File: src/rtl/bot_sync_pkg.sv
// Shared helpers for the multi-channel rojobot update synchroniser: width functions,
// default parameter values and the snapshot field layout.
package bot_sync_pkg;

  function automatic int clog2(input int value);
    int result;
    result = 0;
    for (int i = 0; i < 31; i++) begin
      if ((1 << i) < value) result = i + 1;
    end
    return result;
  endfunction

  // Select width never collapses to zero, even for a single channel.
  function automatic int ch_width(input int n_ch);
    return (n_ch > 1) ? clog2(n_ch) : 1;
  endfunction

  localparam int DEF_N_CH        = 2;
  localparam int DEF_DATA_W      = 32;
  localparam int DEF_DEPTH       = 4;
  localparam int DEF_SYNC_STAGES = 2;

  localparam int CH_W  = ch_width(DEF_N_CH);
  localparam int PTR_W = clog2(DEF_DEPTH);
  localparam int CNT_W = PTR_W + 1;

  // Snapshot layout: {LocX, LocY, Sensors, BotInfo}
  localparam int LOCX_LSB = 24;
  localparam int LOCY_LSB = 16;
  localparam int SENS_LSB = 8;
  localparam int INFO_LSB = 0;

endpackage

File: src/rtl/bot_upd_sync.sv
// Brings one asynchronous update strobe into the clk domain and turns each rising
// level into a single-cycle push pulse.
module bot_upd_sync #(
  parameter int SYNC_STAGES = 2
) (
  input  logic clk,
  input  logic reset,
  input  logic upd_in,
  output logic push
);

  logic [SYNC_STAGES-1:0] sync_q, sync_d;
  logic                   edge_q, edge_d;

  always_comb begin
    sync_d = {sync_q[SYNC_STAGES-2:0], upd_in};
    edge_d = sync_q[SYNC_STAGES-1];
  end

  // edge_q clears on reset, so a level held through reset release still pushes once.
  always_ff @(posedge clk or posedge reset) begin
    if (reset) begin
      sync_q <= '0;
      edge_q <= 1'b0;
    end else begin
      sync_q <= sync_d;
      edge_q <= edge_d;
    end
  end

  assign push = sync_q[SYNC_STAGES-1] & ~edge_q;

endmodule

File: src/rtl/bot_update_sync_n.sv
// Per-channel strobe synchroniser, snapshot FIFO, sticky overflow and maskable irq.
// Define BOT_SYNC_OVERWRITE_EN to make a push to a full FIFO replace its oldest entry.
module bot_update_sync_n
  import bot_sync_pkg::*;
#(
  parameter int N_CH        = 2,
  parameter int DATA_W      = 32,
  parameter int DEPTH       = 4,
  parameter int SYNC_STAGES = 2
) (
  input  logic                        clk,
  input  logic                        reset,
  input  logic [N_CH-1:0]             upd_in,
  input  logic [N_CH*DATA_W-1:0]      bot_info,
  input  logic [ch_width(N_CH)-1:0]   ch_sel,
  input  logic                        rd_ack,
  input  logic [N_CH-1:0]             int_mask,
  input  logic [N_CH-1:0]             ovf_clr,
  output logic [DATA_W-1:0]           rd_data,
  output logic                        rd_valid,
  output logic [clog2(DEPTH):0]       rd_count,
  output logic [N_CH-1:0]             pending,
  output logic [N_CH-1:0]             overflow,
  output logic                        irq
);

  localparam int SEL_W = ch_width(N_CH);
  localparam int P_W   = clog2(DEPTH);
  localparam int C_W   = P_W + 1;

  logic [DATA_W-1:0] head_data [N_CH];
  logic [C_W-1:0]    head_cnt  [N_CH];

  for (genvar c = 0; c < N_CH; c++) begin : g_ch
    logic [DATA_W-1:0] mem_q [DEPTH];
    logic [DATA_W-1:0] mem_d [DEPTH];
    logic [P_W-1:0]    wr_ptr_q, wr_ptr_d;
    logic [P_W-1:0]    rd_ptr_q, rd_ptr_d;
    logic [C_W-1:0]    cnt_q, cnt_d;
    logic              ovf_q, ovf_d;
    logic              push, pop, full, empty;
    logic [DATA_W-1:0] wr_data;

    bot_upd_sync #(
      .SYNC_STAGES (SYNC_STAGES)
    ) u_sync (
      .clk    (clk),
      .reset  (reset),
      .upd_in (upd_in[c]),
      .push   (push)
    );

    assign wr_data = bot_info[c*DATA_W +: DATA_W];
    assign empty   = (cnt_q == '0);
    assign full    = (cnt_q == C_W'(DEPTH));
    assign pop     = rd_ack && (ch_sel == SEL_W'(c)) && !empty;

    always_comb begin
      mem_d    = mem_q;
      wr_ptr_d = wr_ptr_q;
      rd_ptr_d = rd_ptr_q;
      cnt_d    = cnt_q;
      ovf_d    = ovf_q & ~ovf_clr[c];

      // A pop in the same cycle frees a slot, so push-to-full plus pop is a plain push+pop.
      if (push && (!full || pop)) begin
        mem_d[wr_ptr_q] = wr_data;
        wr_ptr_d        = wr_ptr_q + 1'b1;
      end
      if (pop) rd_ptr_d = rd_ptr_q + 1'b1;

      if (push && !pop && !full) cnt_d = cnt_q + 1'b1;
      if (pop && !push)          cnt_d = cnt_q - 1'b1;

      if (push && full && !pop) begin
        ovf_d = 1'b1;
`ifdef BOT_SYNC_OVERWRITE_EN
        mem_d[wr_ptr_q] = wr_data;
        wr_ptr_d        = wr_ptr_q + 1'b1;
        rd_ptr_d        = rd_ptr_q + 1'b1;
`endif
      end
    end

    always_ff @(posedge clk or posedge reset) begin
      if (reset) begin
        wr_ptr_q <= '0;
        rd_ptr_q <= '0;
        cnt_q    <= '0;
        ovf_q    <= 1'b0;
      end else begin
        wr_ptr_q <= wr_ptr_d;
        rd_ptr_q <= rd_ptr_d;
        cnt_q    <= cnt_d;
        ovf_q    <= ovf_d;
      end
    end

    // Storage needs no reset: empty FIFOs are masked to zero at the read mux.
    always_ff @(posedge clk) begin
      mem_q <= mem_d;
    end

    assign head_data[c] = mem_q[rd_ptr_q];
    assign head_cnt[c]  = cnt_q;
    assign pending[c]   = !empty;
    assign overflow[c]  = ovf_q;
  end

  always_comb begin
    rd_data  = '0;
    rd_count = '0;
    if (int'(ch_sel) < N_CH) begin
      rd_count = head_cnt[ch_sel];
      if (head_cnt[ch_sel] != '0) rd_data = head_data[ch_sel];
    end
  end

  assign rd_valid = (rd_count != '0);

  logic irq_q, irq_d;

  always_comb begin
    irq_d = |(pending & ~int_mask);
  end

  always_ff @(posedge clk or posedge reset) begin
    if (reset) irq_q <= 1'b0;
    else       irq_q <= irq_d;
  end

  assign irq = irq_q;

endmodule

File: config.mk
export PLATFORM = sky130hd
export DESIGN_NAME = bot_update_sync_n
export DESIGN_NICKNAME = d
export VERILOG_FILES = /design/src/rtl/bot_sync_pkg.sv /design/src/rtl/bot_upd_sync.sv /design/src/rtl/bot_update_sync_n.sv
export SDC_FILE = /design/constraint.sdc
export NUM_CORES = 1
export LEC_CHECK = 0
export CAP_MARGIN = 10
export CORE_MARGIN = 10
export CORE_UTILIZATION = 28
export CTS_BUF_LIST = sky130_fd_sc_hd__clkbuf_16
export CTS_CLUSTER_SIZE = 28
export DETAILED_ROUTE_END_ITERATION = 10
export GPL_ROUTABILITY_DRIVEN = 0
export PLACE_DENSITY_LB_ADDON = 0.2
export SETUP_SLACK_MARGIN = 0.2
export SYNTH_ARGS = -nofsm -noshare
export SYNTH_HDL_FRONTEND = slang
export SYNTH_SLANG_ARGS = --single-unit
File: constraint.sdc
create_clock -name clk -period 2.9 [get_ports clk]
set_clock_uncertainty 0.2 [all_clocks]
set_input_delay 0.58 -clock clk [delete_from_list [all_inputs] [get_ports clk]]
set_output_delay 0.58 -clock clk [all_outputs]
set_load 0.05 [all_outputs]
==> results of run 1 <==
-- metal layers --
layer / vias up / global-route usage (%) / wire length [µm]
met4: 6 / 2.60 / 372
met2: 100 / 20.1 / 14200
met3: 30 / 2.24 / 1130
met5: - / 0 / 28
li1: 2835 / - / -
met1: 3113 / 14.8 / 12300
-- cell usage after synthesis (all sizes together) --
cell type  instances
edfxtp           256
mux2              63
nor2              39
a21oi             35
o22ai             34
mux4              33
buf               27
dfrtp             23
nand2             19
inv               14
and2               9
ha                 8
xnor2              8
clkbuf             7
o21ai              7
o211ai             5
nand2b             4
nand3              3
a31oi              2
a32oi              2
fa                 2
nor3               2
o31a               2
xor2               2
a22o               1
a22oi              1
and4b              1
nand4              1
nor2b              1
nor4bb             1
or3                1
or3b               1
-- logic make-up (layout without fill, tap and decap cells) --
| family | Yosys count | in the layout | synth area share, % |
|---|---|---|---|
| buffers and inverters | 48 | 280 | 2.47 |
| xor gates and xnor gates | 10 | 10 | 0.784 |
| adders and majority gates | 10 | 10 | 1.26 |
| DFF | 279 | 279 | 74.0 |
| AOI/OAI and AO/OA | 89 | 89 | 4.81 |
| muxes | 96 | 96 | 13.1 |
| and+or+nand+nor | 82 | 83 | 3.54 |
-- where the power goes --
part	internal, mW	total, mW	switching [mW]
Combinational	3.18	6.59	3.41
Clock	2.22	3.79	1.57
Sequential	4.90	5.08	0.183
Total	10.3	15.5	5.16
-- cell type report --
type | instances | share of cell area [%]
repair buffers | 208 | 16.8
inverters | 14 | 0.342
clock buffers | 31 | 5.05
clock inverters | 27 | 1.45
flip-flops and latches | 279 | 53.8
well taps | 525 | 4.27
multi-input cells | 288 | 18.3
-- timing repair --
| item | CTS | global route |
|---|---|---|
| hold buffers | 0 | 0 |
| setup endpoints to repair | 38 | 33 |
| gates cloned | 3 | 0 |
| setup buffers | 18 | 3 |
| pin swaps | 24 | 9 |
| endpoints found under the hold margin | 0 | 0 |
| gates resized for setup | 59 | 21 |
-- flip-flops by register name (all words and copies together), names as in the netlist --
| register | flops |
|---|---|
| g_ch.ovf_q | 2 |
| irq | 1 |
| g_ch.mem_q | 256 |
| g_ch.cnt_q | 6 |
| g_ch.rd_ptr_q | 4 |
| g_ch.u_sync.edge_q | 2 |
| g_ch.wr_ptr_q | 4 |
| g_ch.u_sync.sync_q | 4 |
-- metrics by stage --
step | setup WS [ps] | instances | cell area (µm²) | power [mW]
4_1_cts | -212 | 1369 | 15300 | 15.6
5_1_grt | -244 | 1372 | 15400 | 16.2
2_1_floorplan | 206 | 614 | 11200 | 8.38
3_5_place_dp | -166 | 1290 | 13800 | 11.1
6_report | -176 | 1372 | 15400 | 15.5
3_3_place_gp | -123 | 1290 | 13800 | 11.1
-- worst max-delay path, delay by kind of cell (launching register included) --
kind,cells,cell delay [ps]
mux,1,540
simple gates,1,110
buf+inv,3,460
flops,1,460
compound gates,1,170
-- worst paths after layout --
check	from	end
max	g_ch[0].rd_ptr_q[0]$_DFFE_PP0N_	rd_data[13]
max in group asynchronous	reset	g_ch[1].cnt_q[2]$_DFFE_PP0P_
min	g_ch[0].u_sync.sync_q[0]$_DFF_PP0_	g_ch[0].u_sync.sync_q[1]$_DFF_PP0_
min in group asynchronous	reset	g_ch[0].wr_ptr_q[0]$_DFFE_PP0P_
max reg2reg	g_ch[0].cnt_q[1]$_DFFE_PP0P_	g_ch[0].cnt_q[2]$_DFFE_PP0P_
min reg2reg	g_ch[0].u_sync.sync_q[0]$_DFF_PP0_	g_ch[0].u_sync.sync_q[1]$_DFF_PP0_
==> results_dict.tcl, run 1 <==
set metrics [dict create \
    status "finished with violations" \
    violations "setup timing" \
    cp_slowest_cell "mux4_2" \
    die_h_um 220 \
    drt_iter0_markers 335 \
    fin_crit_ps 3080 \
    antenna_cells 0 \
    die_area_um2 48300 \
    cts_buffers 31 \
    cts.sinks 279 \
    rsz0062_at_grt "yes" \
    worst_setup_path_start_kind "flop" \
    ios 115 \
    vias 6084 \
    path_cells "buf_4 > buf_12 > mux4_2 > a21oi_1 > nor2_1 > buf_12" \
    final-seq-area_um2 8270 \
    critical_path.max_stage_delay_ps 540 \
    worst_slack_ps -176 \
    gr-usage-all-layers_pct 11.6 \
    min_period_over_period_pct 106 \
    gr-total-overflow 0 \
    fin_nets 906 \
    fmax_ghz 0.325 \
    crit_top_cell "buf_12" \
    finalSetupViolCount 31 \
    hold_violations 0 \
    clock_latency_ps 560 \
    cts_tree "yes" \
    min_delay_path_depth 0 \
    ant_nets 0 \
    tns_ps -3000 \
    yosysTopAreaCellShare_pct 68.8 \
    synth_area_leaders "edfxtp_1, mux2_2, mux4_2, dfrtp_1, o22ai_1" \
    multiInputGateArea_um2 2810 \
    dr.pass1.iters 4 \
    synth_seq_cells 279 \
    vdd_drop_max_mv 0.531 \
    drv_slew 0 \
    synth_largest_area_cell "edfxtp_1" \
    drc 0 \
    portBuffers 114 \
    via_per_inst 4.43 \
    h-tree-depth 1 \
    root_buffer "clkbuf_16" \
    leakage_nw 5.28 \
    reg2reg_slack_ps 530 \
    clk_pin_slew_ps 60 \
    final_core_util_pct 38.9 \
    wl_per_cell_um 20.5 \
    place_hpwl_um 18700 \
    tightest_slew_ps 752 \
    core_um2 39500 \
    netlist_area_um2 11200 \
    slew_headroom_pct 49.8 \
    cp_max_fo 8 \
    reg2reg_depth 8 \
    maxCapViolations 0 \
    die_x_um 220 \
    grt_max_degree 34 \
    cts_buffer_depth 3 \
    yosysWarnings 0 \
    syn_nets 698 \
    cp.arrival_ps 2300 \
    grt_pass1_wl_um 42300 \
    post_route_cells_drive_above_1_share_pct 39.3 \
    critPathKind "flop to output pin" \
    synthCells 614 \
    power_density_nw_per_um2 1010 \
    final_common_cell "edfxtp_1" \
    yosysUniqueCellTypes 41 \
    nFillCells 3601 \
    end_kind "output pin" \
    antenna_found_initial 4 \
    critical_path_required_ps 2120 \
    hold_slack_ps 155 \
    start_util_pct 28.2 \
    rows 73 \
    routed_wl_um 28100 \
    avgSynthCellArea_um2 18.2 \
    areaGrowthSynthToFinish_pct 37.6 \
    hp-class "flop to flop" \
    grt_pass1_vias 6681 \
    seq_area_frac_synth_pct 74.0 \
    final_cell_mix "edfxtp_1, clkdlybuf4s50_1, mux2_2" \
]
No activity file was read; power rests on OpenSTA's default activity.
==> inputs of run 2 (changes only) <==
--- a/config.mk
+++ b/config.mk
@@ -6,7 +6,7 @@
 export NUM_CORES = 1
 export LEC_CHECK = 0
 export CAP_MARGIN = 10
-export CORE_MARGIN = 10
+export CORE_MARGIN = 5
 export CORE_UTILIZATION = 28
 export CTS_BUF_LIST = sky130_fd_sc_hd__clkbuf_16
 export CTS_CLUSTER_SIZE = 28
==> results_dict.tcl, run 2 (synthesized netlist as in run 1, its figures left out) <==
set metrics [dict create \
    hold_buffers 0 \
    final-seq-area_um2 8270 \
    drc 0 \
    hold_violations 0 \
    ant_nets 0 \
    violations "setup timing" \
    grt_pass1_wl_um 41400 \
    multiInputGateArea_um2 2840 \
    slew_headroom_pct 53.4 \
    critPathKind "flop to output pin" \
    min_period_over_period_pct 104 \
    dr.pass1.iters 7 \
    end_kind "output pin" \
    place_hpwl_um 18000 \
    cp_max_fo 8 \
    tightest_slew_ps 698 \
    reg2reg_depth 9 \
    fmax_ghz 0.331 \
    post_route_cells_drive_above_1_share_pct 39.5 \
    ios 115 \
    core_um2 39500 \
    rows 73 \
    gr-usage-all-layers_pct 12.3 \
    critical_path.max_stage_delay_ps 560 \
    portBuffers 114 \
    fin_nets 904 \
    cts_buffer_depth 3 \
    antenna_found_initial 5 \
    finalSetupViolCount 25 \
    largest-register "g_ch.mem_q" \
    final_common_cell "edfxtp_1" \
    worst_slack_ps -125 \
    cp_slowest_cell "mux4_2" \
    maxCapViolations 0 \
    final_cell_mix "edfxtp_1, clkdlybuf4s50_1, buf_4" \
    crit_top_cell "buf_12" \
    cts.sinks 279 \
    clock_latency_ps 540 \
    gr-total-overflow 0 \
    hp-class "flop to flop" \
    worstSetupStartpoint "g_ch[0].rd_ptr_q[0]$_DFFE_PP0N_" \
    areaGrowthSynthToFinish_pct 37.3 \
    cp.arrival_ps 2240 \
    die_x_um 210 \
    critPathTopFamily "multiplexers" \
    largest_reg_flops 256 \
    vdd_drop_max_mv 0.527 \
    die_h_um 210 \
    grt_pass1_vias 6506 \
    fin_crit_ps 3020 \
    top_regs "g_ch.mem_q: 256 flops, g_ch.cnt_q: 6 flops" \
    power_density_nw_per_um2 996 \
    hold_slack_ps 151 \
    hold_path_startpoint "g_ch[0].u_sync.sync_q[0]$_DFF_PP0_" \
    drv_slew 0 \
    clk_pin_slew_ps 70 \
    reg2reg_slack_ps 500 \
    dpl_cell_area_um2 13800 \
    grt_max_degree 34 \
    die_area_um2 44000 \
    rsz0062_at_grt "yes" \
    via_per_inst 4.44 \
    reg2reg_to "g_ch[0].cnt_q[2]$_DFFE_PP0P_" \
    start_util_pct 28.2 \
    reg2reg_from "g_ch[0].cnt_q[0]$_DFFE_PP0P_" \
    h-tree-depth 1 \
    routed_wl_um 27400 \
    crit_cells 7 \
    wl_per_cell_um 20.1 \
    leakage_nw 5.26 \
    critical_path_required_ps 2120 \
    design_area_um2 15300 \
    drt_iter0_markers 349 \
    status "finished with violations" \
    nFillCells 3646 \
    cts_tree "yes" \
    min_to "g_ch[0].u_sync.sync_q[1]$_DFF_PP0_" \
    min_delay_path_depth 0 \
    worst-path-buf-inv 4 \
    final_core_util_pct 38.8 \
    root_buffer "clkbuf_16" \
    place_ws_ps -150 \
    cts_buffers 28 \
    worst_setup_path_start_kind "flop" \
    vias 6065 \
    path_cells "buf_12 > buf_8 > buf_16 > mux4_2 > a21oi_2 > nor2_2 > buf_12" \
]
[run 2: cell type report]
cell class                      instances  area share, %
Inverter                               14          0.343
Sequential cell                       279           54.0
Antenna cell                            1         0.0163
Clock buffer                           28           4.57
Timing Repair Buffer                  210           17.2
Tap cell                              525           4.29
Clock inverter                         21           1.17
Multi-Input combinational cell        287           18.5
[run 2: timing repair]
action,4_1_cts,5_1_grt
pin swaps,25,8
cloned,6,0
setup buffers,18,1
setup endpoints to repair,38,33
resized for setup,72,13
[run 2: how the worst max path moves through the flow]
stage                                         endpoint
final                                       rd_data[8]
after global routing                        rd_data[8]
after CTS                                   rd_data[8]
after detailed placement  g_ch[1].cnt_q[2]$_DFFE_PP0P_
after global placement                      rd_data[4]
after floorplan                             rd_data[0]
[run 2: through the flow]
step | power, mW | cells | TNS, ps
2_1_floorplan | 8.38 | 614 | 0
3_3_place_gp | 11.1 | 1290 | -3500
3_5_place_dp | 11.1 | 1290 | -4330
4_1_cts | 15.4 | 1363 | -3280
5_1_grt | 15.9 | 1365 | -4440
6_report | 15.3 | 1365 | -1670
[run 2: layer usage]
layer / routed length [µm] / track usage (%) / up-vias / part of all wire (%)
met5: 56 / 0 / - / 0.20
met4: 671 / 3.67 / 8 / 2.4
met3: 1090 / 2.44 / 44 / 4.0
met2: 13300 / 20.4 / 107 / 49
met1: 12300 / 16.4 / 3073 / 45
li1: - / - / 2833 / -
[run 2: report_power, final]
group | internal, mW | switching (mW)
Combinational | 3.25 | 3.45
Clock | 2.01 | 1.48
Sequential | 4.90 | 0.167
Total | 10.2 | 5.10
